===== src/rtl/vga_plot_arbiter.sv =====
// vga_plot_arbiter: round-robin sharing of the DESim pixel-write port among four
// drawing requesters, plus a one-pixel-per-clock full-screen clear sweep.
module vga_plot_arbiter #(
   parameter int XW   = 8,
   parameter int YW   = 7,
   parameter int CW   = 24,
   parameter int XMAX = 160,
   parameter int YMAX = 120
) (
   input  logic            CLOCK_50,
   input  logic            reset,
   input  logic [3:0]      req,
   input  logic [4*XW-1:0] req_x,
   input  logic [4*YW-1:0] req_y,
   input  logic [4*CW-1:0] req_color,
   output logic [3:0]      grant,
   input  logic            clear_req,
   input  logic [CW-1:0]   clear_color,
   output logic            clear_busy,
   output logic            clear_done,
   output logic [XW-1:0]   VGA_X,
   output logic [YW-1:0]   VGA_Y,
   output logic [CW-1:0]   VGA_COLOR,
   output logic            plot
);

   localparam logic [XW-1:0] XLAST = XW'(XMAX - 1);
   localparam logic [YW-1:0] YLAST = YW'(YMAX - 1);

   typedef enum logic {SERVE, CLEAR} state_t;

   state_t        state, state_nxt;
   logic [1:0]    ptr, ptr_nxt;
   logic [XW-1:0] cx, cx_nxt;
   logic [YW-1:0] cy, cy_nxt;
   logic [CW-1:0] clr_col, clr_col_nxt;

   logic [XW-1:0] rx [4];
   logic [YW-1:0] ry [4];
   logic [CW-1:0] rc [4];

   logic [2:0]    win_p0;
   logic [XW-1:0] x_p0;
   logic [YW-1:0] y_p0;
   logic [CW-1:0] col_p0;
   logic          vld_p0;
   logic          done_p0;

   function automatic logic in_screen(input logic [XW-1:0] x, input logic [YW-1:0] y);
      return (x <= XLAST) && (y <= YLAST);
   endfunction

   // Returns {found, index}; the smallest offset after p wins, offset 4 is p itself.
   function automatic logic [2:0] rr_pick(input logic [3:0] r, input logic [1:0] p);
      logic [2:0] pick;
      logic [1:0] idx;
      pick = 3'b000;
      for (int k = 3; k >= 0; k--) begin
         idx = p + 2'(k + 1);
         if (r[idx]) pick = {1'b1, idx};
      end
      return pick;
   endfunction

   always_comb begin
      for (int i = 0; i < 4; i++) begin
         rx[i] = req_x[i*XW +: XW];
         ry[i] = req_y[i*YW +: YW];
         rc[i] = req_color[i*CW +: CW];
      end
   end

   assign win_p0     = rr_pick(req, ptr);
   assign clear_busy = (state == CLEAR);

   always_comb begin
      state_nxt   = state;
      ptr_nxt     = ptr;
      cx_nxt      = cx;
      cy_nxt      = cy;
      clr_col_nxt = clr_col;
      grant       = 4'b0000;
      x_p0        = VGA_X;
      y_p0        = VGA_Y;
      col_p0      = VGA_COLOR;
      vld_p0      = 1'b0;
      done_p0     = 1'b0;
      case (state)
         SERVE: begin
            if (clear_req) begin
               state_nxt   = CLEAR;
               clr_col_nxt = clear_color;
               cx_nxt      = '0;
               cy_nxt      = '0;
            end else if (win_p0[2]) begin
               grant   = 4'b0001 << win_p0[1:0];
               ptr_nxt = win_p0[1:0];
               x_p0    = rx[win_p0[1:0]];
               y_p0    = ry[win_p0[1:0]];
               col_p0  = rc[win_p0[1:0]];
               vld_p0  = in_screen(rx[win_p0[1:0]], ry[win_p0[1:0]]);
            end
         end
         CLEAR: begin
            x_p0   = cx;
            y_p0   = cy;
            col_p0 = clr_col;
            vld_p0 = 1'b1;
            if (cx == XLAST) begin
               cx_nxt = '0;
               if (cy == YLAST) begin
                  cy_nxt    = '0;
                  state_nxt = SERVE;
                  done_p0   = 1'b1;
               end else begin
                  cy_nxt = cy + 1'b1;
               end
            end else begin
               cx_nxt = cx + 1'b1;
            end
         end
         default: state_nxt = SERVE;
      endcase
   end

   // p0 -> output register stage
   always_ff @(posedge CLOCK_50 or posedge reset) begin
      if (reset) begin
         state      <= SERVE;
         ptr        <= 2'd3;
         cx         <= '0;
         cy         <= '0;
         clr_col    <= '0;
         VGA_X      <= '0;
         VGA_Y      <= '0;
         VGA_COLOR  <= '0;
         plot       <= 1'b0;
         clear_done <= 1'b0;
      end else begin
         state      <= state_nxt;
         ptr        <= ptr_nxt;
         cx         <= cx_nxt;
         cy         <= cy_nxt;
         clr_col    <= clr_col_nxt;
         VGA_X      <= x_p0;
         VGA_Y      <= y_p0;
         VGA_COLOR  <= col_p0;
         plot       <= vld_p0;
         clear_done <= done_p0;
      end
   end

endmodule

===== config.mk =====
export PLATFORM = sky130hd
export DESIGN_NAME = vga_plot_arbiter
export DESIGN_NICKNAME = d
export VERILOG_FILES = /design/src/rtl/vga_plot_arbiter.sv
export SDC_FILE = /design/constraint.sdc
export NUM_CORES = 1
export LEC_CHECK = 0
export CAP_MARGIN = 20
export CORE_MARGIN = 4
export CORE_UTILIZATION = 42
export CTS_BUF_LIST = sky130_fd_sc_hd__clkbuf_16
export DETAILED_ROUTE_END_ITERATION = 6
export GPL_ROUTABILITY_DRIVEN = 0
export GPL_TIMING_DRIVEN = 0
export PLACE_DENSITY = 0.82
export SLEW_MARGIN = 20
export SYNTH_ARGS = -nofsm -noshare
export SYNTH_HDL_FRONTEND = slang
export SYNTH_SLANG_ARGS = --single-unit
export TNS_END_PERCENT = 30

===== constraint.sdc =====
create_clock -name CLOCK_50 -period 3.33 [get_ports CLOCK_50]
set_clock_uncertainty 0.05 [all_clocks]
set_input_delay 0.666 -clock CLOCK_50 [delete_from_list [all_inputs] [get_ports CLOCK_50]]
set_output_delay 0.666 -clock CLOCK_50 [all_outputs]
set_load 0.01 [all_outputs]

==> Word level (Yosys, flattened, before mapping) <==
Index checks and enable logic that the tools add are counted.
{ "op_classes": {"magnitude_cmp": 7, "shifts": 1, "n_mux": 50, "add_sub_neg": 5, "n_reduce_logical": 5, "bitwise": 3, "n_eq_ne": 6} }
{ "ops": {"columns": ["op", "n"], "rows": [
  ["24-bit 2-to-1 mux", 4],
  ["7-bit 2-to-1 mux", 7],
  ["24-bit binary-select mux with 2-bit select", 1],
  ["8-bit 2-to-1 mux", 6],
  ["24-bit one-hot mux with 2 select lines", 1],
  ["8-bit one-hot mux with 2 select lines", 2],
  ["7-bit one-hot mux with 2 select lines", 2],
  ["8-bit binary-select mux with 2-bit select", 1],
  ["7-bit binary-select mux with 2-bit select", 1],
  ["2-bit by 3-bit < comparator with 1-bit output (second input constant)", 4],
  ["1-bit 2-to-1 mux", 12],
  ["3-bit 2-to-1 mux", 4],
  ["4-bit 2-to-1 mux", 3],
  ["8-bit by 1-bit adder with 8-bit output (second input constant)", 1],
  ["1-bit binary-select mux with 2-bit select", 4],
  ["8-bit equality test (second input constant)", 1],
  ["8-bit less-or-equal comparator (second input constant)", 1],
  ["7-bit by 1-bit adder with 7-bit output (second input constant)", 1],
  ["7-bit equality test (second input constant)", 1],
  ["7-bit less-or-equal comparator (second input constant)", 1],
  ["2-bit != test (second input constant)", 3],
  ["2-bit AND reduction", 3],
  ["2-bit adder (second input constant)", 2],
  ["1-bit one-hot mux with 2 select lines", 2],
  ["other kinds (8)", 9]
]} }
{ "totals": {"out_inout_bits": 46, "register_bits": 83, "elab_cells": 87} }

==> Depth between registers and ports, before layout <==
Gate-level depths: netlist of run 1.
{ "logic_depth": {"ltp_word": 15, "depth_mapped": 9, "ltp_nobuf": 8} }

==> Least setup slack after synthesis of run 1 <==
Ideal clock, no wire load.
{ "synth_path": {"path_type": "in2out", "start": "input port req[0]", "end": "output port grant[2]", "required_time_ns": 2.614, "arrival_ns": 2.029, "cell_stages": 7, "n_path_buf": 2, "slack_ns": 0.585, "cell_sequence": "nor2_1 -> nor3_1 -> or3_1 -> buf_2 -> buf_6 -> or3_1 -> nor2_1"} }
{ "synth_via": {"elab_chain_len": 10, "elab_cells_between_ends": 16} }
{ "synth_lines": {"columns": ["item", "line_no", "rtl"], "rows": [
  ["start, declared", "12", "input logic [3:0] req,"],
  ["1-bit binary-select mux with 2-bit select", "60", "if (r[idx]) pick = {1'b1, idx};"],
  ["1-bit 2-to-1 mux (not written as such)", "60", null],
  ["3-bit 2-to-1 mux (3 in a row)", "60", null],
  ["3-bit 2-to-1 mux (*)", "60", null],
  ["1-bit by 2-bit left shift with 4-bit output", "96", "grant = 4'b0001 << win_p0[1:0];"],
  ["4-bit 2-to-1 mux (*)", "95", "end else if (win_p0[2]) begin"],
  ["4-bit 2-to-1 mux (*)", "90", "if (clear_req) begin"],
  ["4-bit 2-to-1 mux (*)", "88", "case (state)"],
  ["end, declared", "16", "output logic [3:0] grant,"]
]} }
Mark *: on every way between the ends. The rest lies on a longest branch, timed or not. The select of a mux whose other input is x is not followed.

==> Final worst setup path of run 1 <==
{ "layout_path": {"start": "input port req[2]", "end": "output port grant[2]"} }
Same word-level chain as after synthesis.

==> impl_metrics.yaml, run 1 <==
global_routing:
  grt_pass1_wl_um: 24740
  gr-usage-all-layers_pct: 23.19
  antenna_found_initial: 0
  grt_pass1_vias: 5054
  grt_overflow: 0
  grt_max_degree: 48
cts:
  cts_tree: "built"
  clk_pin_slew_ns: 0.06
  cts_made_buffers: 9
  cts_sinks: 83
  ctsHtreeMaxLevel: 3
  holdBufCountCts: 0
  clkLatencyLatePin_ns: 0.33
  root_buffer: "clkbuf_16"
  clock_path_buffers: 2
worst_setup_path:
  critical_path_buf_inv_count: 4
  cpMaxStageDelayCell: "clkdlybuf4s50_1"
  critical_path_required_ns: 2.61
  worstSetupPathType: "in2out"
  path_cells: "clkdlybuf4s50_1 -> nor2_1 -> or3_1 -> buf_6 -> buf_6 -> or3_4 -> nor2_1 -> buf_2"
  cp-start-kind: "input pin"
  max_stage_delay_ns: 0.50
  worst-path-max-fanout: 10
  critPathTopFamily: "buffers and inverters"
  cp-end-kind: "output port"
  critPathArrivalTime_ns: 2.50
place:
  dp_hpwl_um: 12520
  placed_cells: 859
  place_area_sq_um: 7495
  dpl_worst_slack_ns: -0.5903
  io_buffers: 232
synth:
  syn-cell-area_sq_um: 4971
  synth_ff_type: "dfrtp_1"
  ys.warnings.count: 0
  yosysUniqueCellTypes: 45
  syn_area_per_cell_sq_um: 10.29
  synthArstFlopShare_pct: 100.0
  synth_cells: 483
  syn_nets: 672
  seq_area_frac_synth_pct: 41.83
  ys_ff_latch: 83
  synth_edf_count: 0
final_layout:
  fin_nets: 917
  n_antenna_cell: 0
  design_area_sq_um: 7779
  fin_cells: 876
  drive_gt1_share_pct: 9.550
  area_growth_pct: 56.48
  final_cell_mix: "clkdlybuf4s50_1 (225), mux2i_1 (144), dfrtp_1 (81)"
  n_fill_cell: 883
  layout_commonest_cell: "clkdlybuf4s50_1"
route:
  via_count: 4686
  firstDrtPassIters: 4
  drt_wl_total_um: 16160
  antenna_left: 0
  wire_per_inst_um: 18.44
  viasPerCell: 5.349
  drt_iter0_drc: 175
  drc_errors: 0
power_and_ir_drop:
  peakVddDrop_mv: 0.2688
  leakage_uw: 0.003561
  finalPower_uw: 3896
  power.density_nw_per_um2: 500.8
die:
  core_area_sq_um: 11520
  start_util_pct: 43.17
  die_area_sq_um: 13640
  die_y_um: 116.8
  rows: 39
  fp.dieW_um: 116.8
  num_io_pins: 233
sta:
  finalSetupViolCount: 0
  timing.final.hold_violations: 0
  post-route-period-util_pct: 96.43
  slew_headroom_pct: 47.81
  timing.hold.ws_ns: 0.4293
  grt_setup_unrepaired: "no"
  max_freq_mhz: 311.4
  worst_slack_ns: 0.1190
  worst_pin_slew_ns: 0.7829
  finalCriticalPeriod_ns: 3.211
  maxSlewViolCount: 0
flow_run:
  drv_cap: 0
worst_hold_path:
  hold_path_class: "reg2reg"
outcome:
  status: "complete, no violations"
path summary, 6_finish.rpt:
kind                                        startpoint                       end  slack (ns)  cells past startpoint
worst max-delay path                            req[2]                  grant[2]        0.12                      8
worst min-delay path            clr_col[1]$_DFFE_PP0P_  VGA_COLOR[1]$_DFFE_PP0P_        0.43                      2
worst max register to register      ptr[0]$_DFFE_PP1P_            plot$_DFF_PP0_        1.02                      9
worst min register to register  clr_col[1]$_DFFE_PP0P_  VGA_COLOR[1]$_DFFE_PP0P_        0.43                      2
max in group asynchronous                        reset   clr_col[11]$_DFFE_PP0P_        1.89                      3
min in group asynchronous                        reset      VGA_Y[2]$_DFFE_PP0P_        0.72                      2
worst reg2reg max path, cell delays in order, from the launching register on:
cell and delay [ns]:
dfstp_2 0.54, nand2b_1 0.13, a21o_1 0.14, and3_1 0.16, buf_2 0.17, buf_4 0.23
mux2i_1 0.10, mux2i_1 0.30, nand4_1 0.15, a31o_1 0.23
per-stage QoR:
stage | utilization (%) | setup TNS [ns]
finish | 67.55 | 0
global route | 67.55 | 0
CTS | 67.49 | 0
detailed placement | 65.08 | -1.864
global placement | 64.88 | -65.74
floorplan | - | 0
report_power, final:
group          switching (uW)  internal (uW)  total, uW
registers                 209           1270       1480
logic                     683            853       1540
clock network             388            495        883
total                    1280           2620       3900
cells in the mapped netlist, types with 3 or more instances:
cell | number | area share, %
mux2_2 | 24 | 5.4
o21ai_0 | 20 | 2.0
nand2_1 | 59 | 4.5
nand3_1 | 6 | 0.60
a21oi_1 | 5 | 0.50
buf_2 | 10 | 1.0
inv_1 | 5 | 0.38
mux2i_1 | 144 | 29
dfrtp_1 | 81 | 41
nor2_1 | 22 | 1.7
clkbuf_1 | 14 | 1.1
nand4_1 | 3 | 0.38
o21ai_1 | 38 | 3.8
nand2b_1 | 4 | 0.50
buf_4 | 7 | 1.1
a31oi_1 | 3 | 0.38
registers in the layout, indices dropped and copies added (netlist names):
register,cells
VGA_COLOR,24
clr_col,24
VGA_X,8
cx,8
VGA_Y,7
cy,7
ptr,2
clear_busy,1
clear_done,1
plot,1
cells by family (layout without fill, tap and decap cells):
| logic type | Yosys count | after routing | synth area share (%) |
|---|---|---|---|
| buffers and inverters | 37 | 287 | 3.725 |
| and+or+nand+nor | 107 | 107 | 9.338 |
| muxes | 170 | 170 | 34.96 |
| xor gates and xnor gates | 2 | 2 | 0.3524 |
| adders and majority gates | 2 | 2 | 0.5033 |
| DFF | 83 | 83 | 41.83 |
| AOI/OAI and AO/OA | 82 | 82 | 9.288 |
layer usage:
layer	GRT usage (%)	share of wire, %
met4	8.333	2.2
met5	0	0
met3	4.524	7.4
met2	40.01	49
met1	28.98	41
timing repair:
item                       4_1_cts  5_1_grt
pin swaps                        1        1
gates cloned                     0        0
setup buffers                    2        0
setup endpoints to repair        4        2
resized for setup               18        4
layout make-up:
type	instances	area (sq um)	share of cell area, %
plain buffers	31	175.2	2.252
repair buffers	235	2345	30.14
clock inverters	7	37.54	0.4825
inverters	5	21.27	0.2734
clock buffers	9	225.2	2.895
multi-input cells	363	2716	34.92
flip-flops and latches	83	2079	26.73
well taps	143	178.9	2.300
Note: power is estimated with default switching activity, not from simulation.
==> run 2, diff against run 1 <==
- GPL_TIMING_DRIVEN: 0 -> default
==> run 2 against run 1 <==
Net effect: the flow now finishes with violations (negative setup slack); sequential power about the same; power up 4.7%; register-to-register slack worse by 0.27 ns; cell count down 2.1%; fmax down 5.7%; setup slack worse by 0.20 ns; clock-buffer cell count unchanged; design area up 0.69%; global-route usage down 2.6 points; non-clock buffer count down 18.
==> impl_metrics.yaml, run 2 (synthesis results as in run 1) <==
cts:
  cts_setup_buffers: 0
  cts_sinks: 83
  holdBufCountCts: 0
  clkLatencyLatePin_ns: 0.32
  clk_pin_slew_ns: 0.06
  clock_path_buffers: 2
  cts_tree: "built"
  ctsHtreeMaxLevel: 3
  cts_made_buffers: 9
  root_buffer: "clkbuf_16"
  cts_resized: 4
die:
  fp.dieW_um: 116.8
  die_y_um: 116.8
  rows: 39
  start_util_pct: 43.17
  core_area_sq_um: 11520
  die_area_sq_um: 13640
  num_io_pins: 233
place:
  io_buffers: 232
  placed_cells: 842
  dp_hpwl_um: 11410
  dpl_worst_slack_ns: -0.2400
worst_setup_path:
  cpMaxStageDelayCell: "or3_2"
  path_cells: "clkdlybuf4s50_1 -> nor2_1 -> nor3_1 -> or3_2 -> buf_8 -> nand2_1 -> nor2_1 -> clkdlybuf4s50_1"
  critical_path_buf_inv_count: 3
  max_stage_delay_ns: 0.48
  worstSetupPathType: "in2out"
  critPathTopFamily: "buffers and inverters"
  worst-path-max-fanout: 21
  cp-end-kind: "output port"
  cp-start-kind: "input pin"
  critPathArrivalTime_ns: 2.69
  critical_path_required_ns: 2.61
sta:
  finalCriticalPeriod_ns: 3.407
  grt_setup_unrepaired: "yes"
  max_freq_mhz: 293.5
  worst_pin_slew_ns: 0.8305
  maxSlewViolCount: 0
  worst_slack_ns: -0.07674
  timing.final.hold_violations: 0
  finalSetupViolCount: 2
  slew_headroom_pct: 44.63
  post-route-period-util_pct: 102.3
route:
  drc_errors: 0
  antenna_left: 0
  firstDrtPassIters: 4
  drt_wl_total_um: 14800
  viasPerCell: 5.272
  via_count: 4523
  wire_per_inst_um: 17.25
  drt_iter0_drc: 164
final_layout:
  fin_nets: 899
  n_fill_cell: 906
  layout_commonest_cell: "clkdlybuf4s50_1"
  drive_gt1_share_pct: 9.231
  top_regs: "VGA_COLOR (24), clr_col (24)"
  fin_cells: 858
  fin_util_pct: 68.01
  final_cell_mix: "clkdlybuf4s50_1 (229), mux2i_1 (144), dfrtp_1 (80)"
  area_growth_pct: 57.56
  n_antenna_cell: 0
power_and_ir_drop:
  power.density_nw_per_um2: 520.7
  peakVddDrop_mv: 0.2642
  power.share.switching_pct: 30.56
  leakage_uw: 0.003572
  p_comb_share_pct: 36.4
  power_switching_uw: 1246
  p_int_uw: 2832
  power_frac_seq_pct: 36.6
  p_clk_share_pct: 27.0
  finalPower_uw: 4078
outcome:
  violations: "negative setup slack"
  status: "finished, violations left"
global_routing:
  grt_pass1_vias: 4708
  gr-usage-all-layers_pct: 20.63
  grt_max_degree: 59
  grt_overflow: 0
  antenna_found_initial: 0
  grt_pass1_wl_um: 22430
worst_hold_path:
  hold_path_class: "reg2reg"
flow_run:
  drv_cap: 0
-- run 2: cell types whose count changed in the layout (fill, tap and decap cells not counted), sizes merged --
cell           previous run  this run
buf                      22        16
bufinv                    0         3
clkbuf                   23        10
clkdlybuf4s50           225       229
clkinv                    3         4
clkinvlp                  2         0
dlygate4sd2               4         1
inv                       7         5
-- run 2: path summary, 6_finish.rpt --
kind	endpoint	cells past startpoint	slack (ns)	start
min in group asynchronous	VGA_Y[1]$_DFFE_PP0P_	2	0.74	reset
setup reg to reg	plot$_DFF_PP0_	8	0.75	ptr[0]$_DFFE_PP1P_
max in group asynchronous	clr_col[21]$_DFFE_PP0P_	3	1.80	reset
hold / removal	VGA_COLOR[10]$_DFFE_PP0P_	2	0.44	clr_col[10]$_DFFE_PP0P_
setup / recovery	grant[0]	8	-0.08	req[1]
hold reg to reg	VGA_COLOR[10]$_DFFE_PP0P_	2	0.44	clr_col[10]$_DFFE_PP0P_
-- run 2: layout make-up --
type	instances	area, sq um	area share [%]
multi-input cells	363	2736	34.94
flip-flops and latches	83	2081	26.57
inverters	5	20.02	0.2556
clock buffers	9	225.2	2.875
clock inverters	7	107.6	1.374
repair buffers	248	2484	31.71
well taps	143	178.9	2.284
-- run 2: routing by layer --
metal	global-route usage, %	routed length, um
met1	25.49	6189
met5	0	0
met3	3.702	954
met4	5.734	183
met2	36.97	7475
-- run 2: power groups by stage --
stage	Combinational [uW]	Sequential, uW	Clock (uW)
finish	1490	1490	1100
global route	1630	1530	1170
CTS	1500	1490	1130
detailed placement	1490	1490	0
global placement	1440	1480	0
floorplan	791	1500	0
-- run 2: through the flow --
step	setup TNS [ns]	area [sq um]	hold slack, ns
floorplan	0	4971	0.4017
global placement	-0.5843	7491	0.4131
detailed placement	-0.7505	7491	0.4219
CTS	-0.1536	7829	0.4394
global route	-0.3272	7833	0.4652
finish	-0.07782	7833	0.4378
-- run 2: worst register-to-register path, delay by kind of cell, from the launching register on --
kind | cells | cell delay, ns
buf+inv | 2 | 0.49
simple gates | 3 | 0.64
compound gates | 2 | 0.39
mux | 1 | 0.36
flops | 1 | 0.56
==> run 3, diff against run 2 <==
- CAP_MARGIN: 20 -> 30
- TNS_END_PERCENT: 30 -> 100
==> run 3 against run 2 <==
Net effect: the run now ends clean; fmax up 9.8%; combinational power about the same; flip-flop and latch count unchanged; setup slack better by 0.30 ns; first-iteration DRC count down 7.9%; sequential share of layout area down 0.13 points; critical path type unchanged; highest routed layer unchanged.
==> impl_metrics.yaml, run 3 (synthesis results as in run 1) <==
outcome:
  status: "complete, no violations"
global_routing:
  grt_overflow: 0
  grt_pass1_wl_um: 22740
  grt_max_degree: 59
  antenna_found_initial: 0
  grt_pass1_vias: 4731
  gr-usage-all-layers_pct: 21.04
die:
  core_area_sq_um: 11520
  start_util_pct: 43.17
  fp.dieW_um: 116.8
  die_area_sq_um: 13640
  die_y_um: 116.8
  rows: 39
  num_io_pins: 233
route:
  via_count: 4530
  firstDrtPassIters: 4
  met3_wirelength_um: 964
  top_layer: "met4"
  drt_iter0_drc: 151
  wirelength_met1_um: 6274
  viasPerCell: 5.274
  antenna_left: 0
  drt_wl_total_um: 15120
  met2_length_um: 7709
  wire_per_inst_um: 17.60
  drc_errors: 0
power_and_ir_drop:
  power_frac_seq_pct: 36.3
  p_clk_share_pct: 26.9
  power.density_nw_per_um2: 522.3
  finalPower_uw: 4110
  peakVddDrop_mv: 0.2644
  power_switching_uw: 1258
  power.share.switching_pct: 30.60
  leakage_uw: 0.003583
  p_comb_share_pct: 36.8
  p_int_uw: 2852
cts:
  clkLatencyLatePin_ns: 0.32
  clk_pin_slew_ns: 0.05
  cts_sinks: 83
  cts_made_buffers: 9
  ctsHtreeMaxLevel: 3
  holdBufCountCts: 0
  clock_path_buffers: 2
  cts_tree: "built"
  root_buffer: "clkbuf_16"
place:
  place_area_sq_um: 7491
  dp_hpwl_um: 11410
  dpl_worst_slack_ns: -0.2400
  io_buffers: 232
  placed_cells: 842
sta:
  worst_pin_slew_ns: 0.8304
  finalSetupViolCount: 0
  maxSlewViolCount: 0
  worst_slack_ns: 0.2271
  max_freq_mhz: 322.3
  finalCriticalPeriod_ns: 3.103
  grt_setup_unrepaired: "no"
  slew_headroom_pct: 44.64
  timing.final.hold_violations: 0
  post-route-period-util_pct: 93.18
final_layout:
  drive_gt1_share_pct: 9.637
  area_growth_pct: 58.32
  layout_commonest_cell: "clkdlybuf4s50_1"
  fin_cells: 859
  top_regs: "VGA_COLOR (24), clr_col (24)"
  fin_nets: 900
  design_area_sq_um: 7870
  final_cell_mix: "clkdlybuf4s50_1 (228), mux2i_1 (144), dfrtp_1 (80)"
  fin_util_pct: 68.34
  n_fill_cell: 900
  n_antenna_cell: 0
worst_setup_path:
  r2r_cells: 8
  worstSetupPathType: "in2out"
  worst-path-max-fanout: 4
  r2r-start: "ptr[0]$_DFFE_PP1P_"
  cp-end-kind: "output port"
  cp-start-kind: "input pin"
  critical_path_required_ns: 2.61
  timing.rr.end: "plot$_DFF_PP0_"
  critPathArrivalTime_ns: 2.39
  crit_start: "req[1]"
  rrSetupSlack_ns: 0.87
worst_hold_path:
  holdPathEnd: "VGA_COLOR[19]$_DFFE_PP0P_"
  holdCritStartpoint: "clr_col[19]$_DFFE_PP0P_"
  hold_path_class: "reg2reg"
  hold_depth: 2
flow_run:
  drv_cap: 0
==> run 3: cell type report <==
class	instances	area, sq um	area share [%]
clock buffers	9	225.2	2.862
multi-input cells	363	2745	34.88
well taps	143	178.9	2.273
flip-flops and latches	83	2081	26.44
clock inverters	7	107.6	1.367
inverters	5	20.02	0.2544
repair buffers	249	2512	31.92
==> run 3: how the worst max path moves through the flow <==
stage / to / cells past startpoint
6_report: grant[2] / 7
5_1_grt: grant[0] / 10
4_1_cts: grant[2] / 7
3_5_place_dp: grant[2] / 7
3_3_place_gp: grant[3] / 7
2_1_floorplan: VGA_COLOR[0]$_DFFE_PP0P_ / 1
==> run 3: through the flow <==
stage	hold WS [ns]	setup TNS, ns
after floorplan	0.4017	0
after global placement	0.4131	-0.5843
after detailed placement	0.4219	-0.7505
after CTS	0.4394	0
after global routing	0.4648	0
final	0.4380	0
==> run 3: layer usage <==
| metal | up-vias | GRT usage, % |
|---|---|---|
| li1 | 2184 | - |
| met1 | 2166 | 25.79 |
| met2 | 167 | 38.00 |
| met3 | 13 | 3.702 |
| met4 | 0 | 5.887 |
| met5 | - | 0 |
==> run 3: timing repair <==
item	CTS	global route
buffers inserted	0	0
resized for setup	8	6
setup endpoints to repair	4	2
gates cloned	1	0
==> run 3: critical path, stage by stage <==
cell and delay [ns]:
clkdlybuf4s50_1 0.46, nor2_1 0.17, nor3_1 0.07, or3_4 0.41, or3_4 0.36, nor2_1 0.10
clkbuf_2 0.14
==> run 3: power groups by stage <==
stage          sequential, uW  combinational, uW  clock [uW]
5_1_grt                  1530               1650        1170
3_5_place_dp             1490               1490           0
3_3_place_gp             1480               1440           0
2_1_floorplan            1500                791           0
6_report                 1490               1510        1100
4_1_cts                  1490               1530        1130
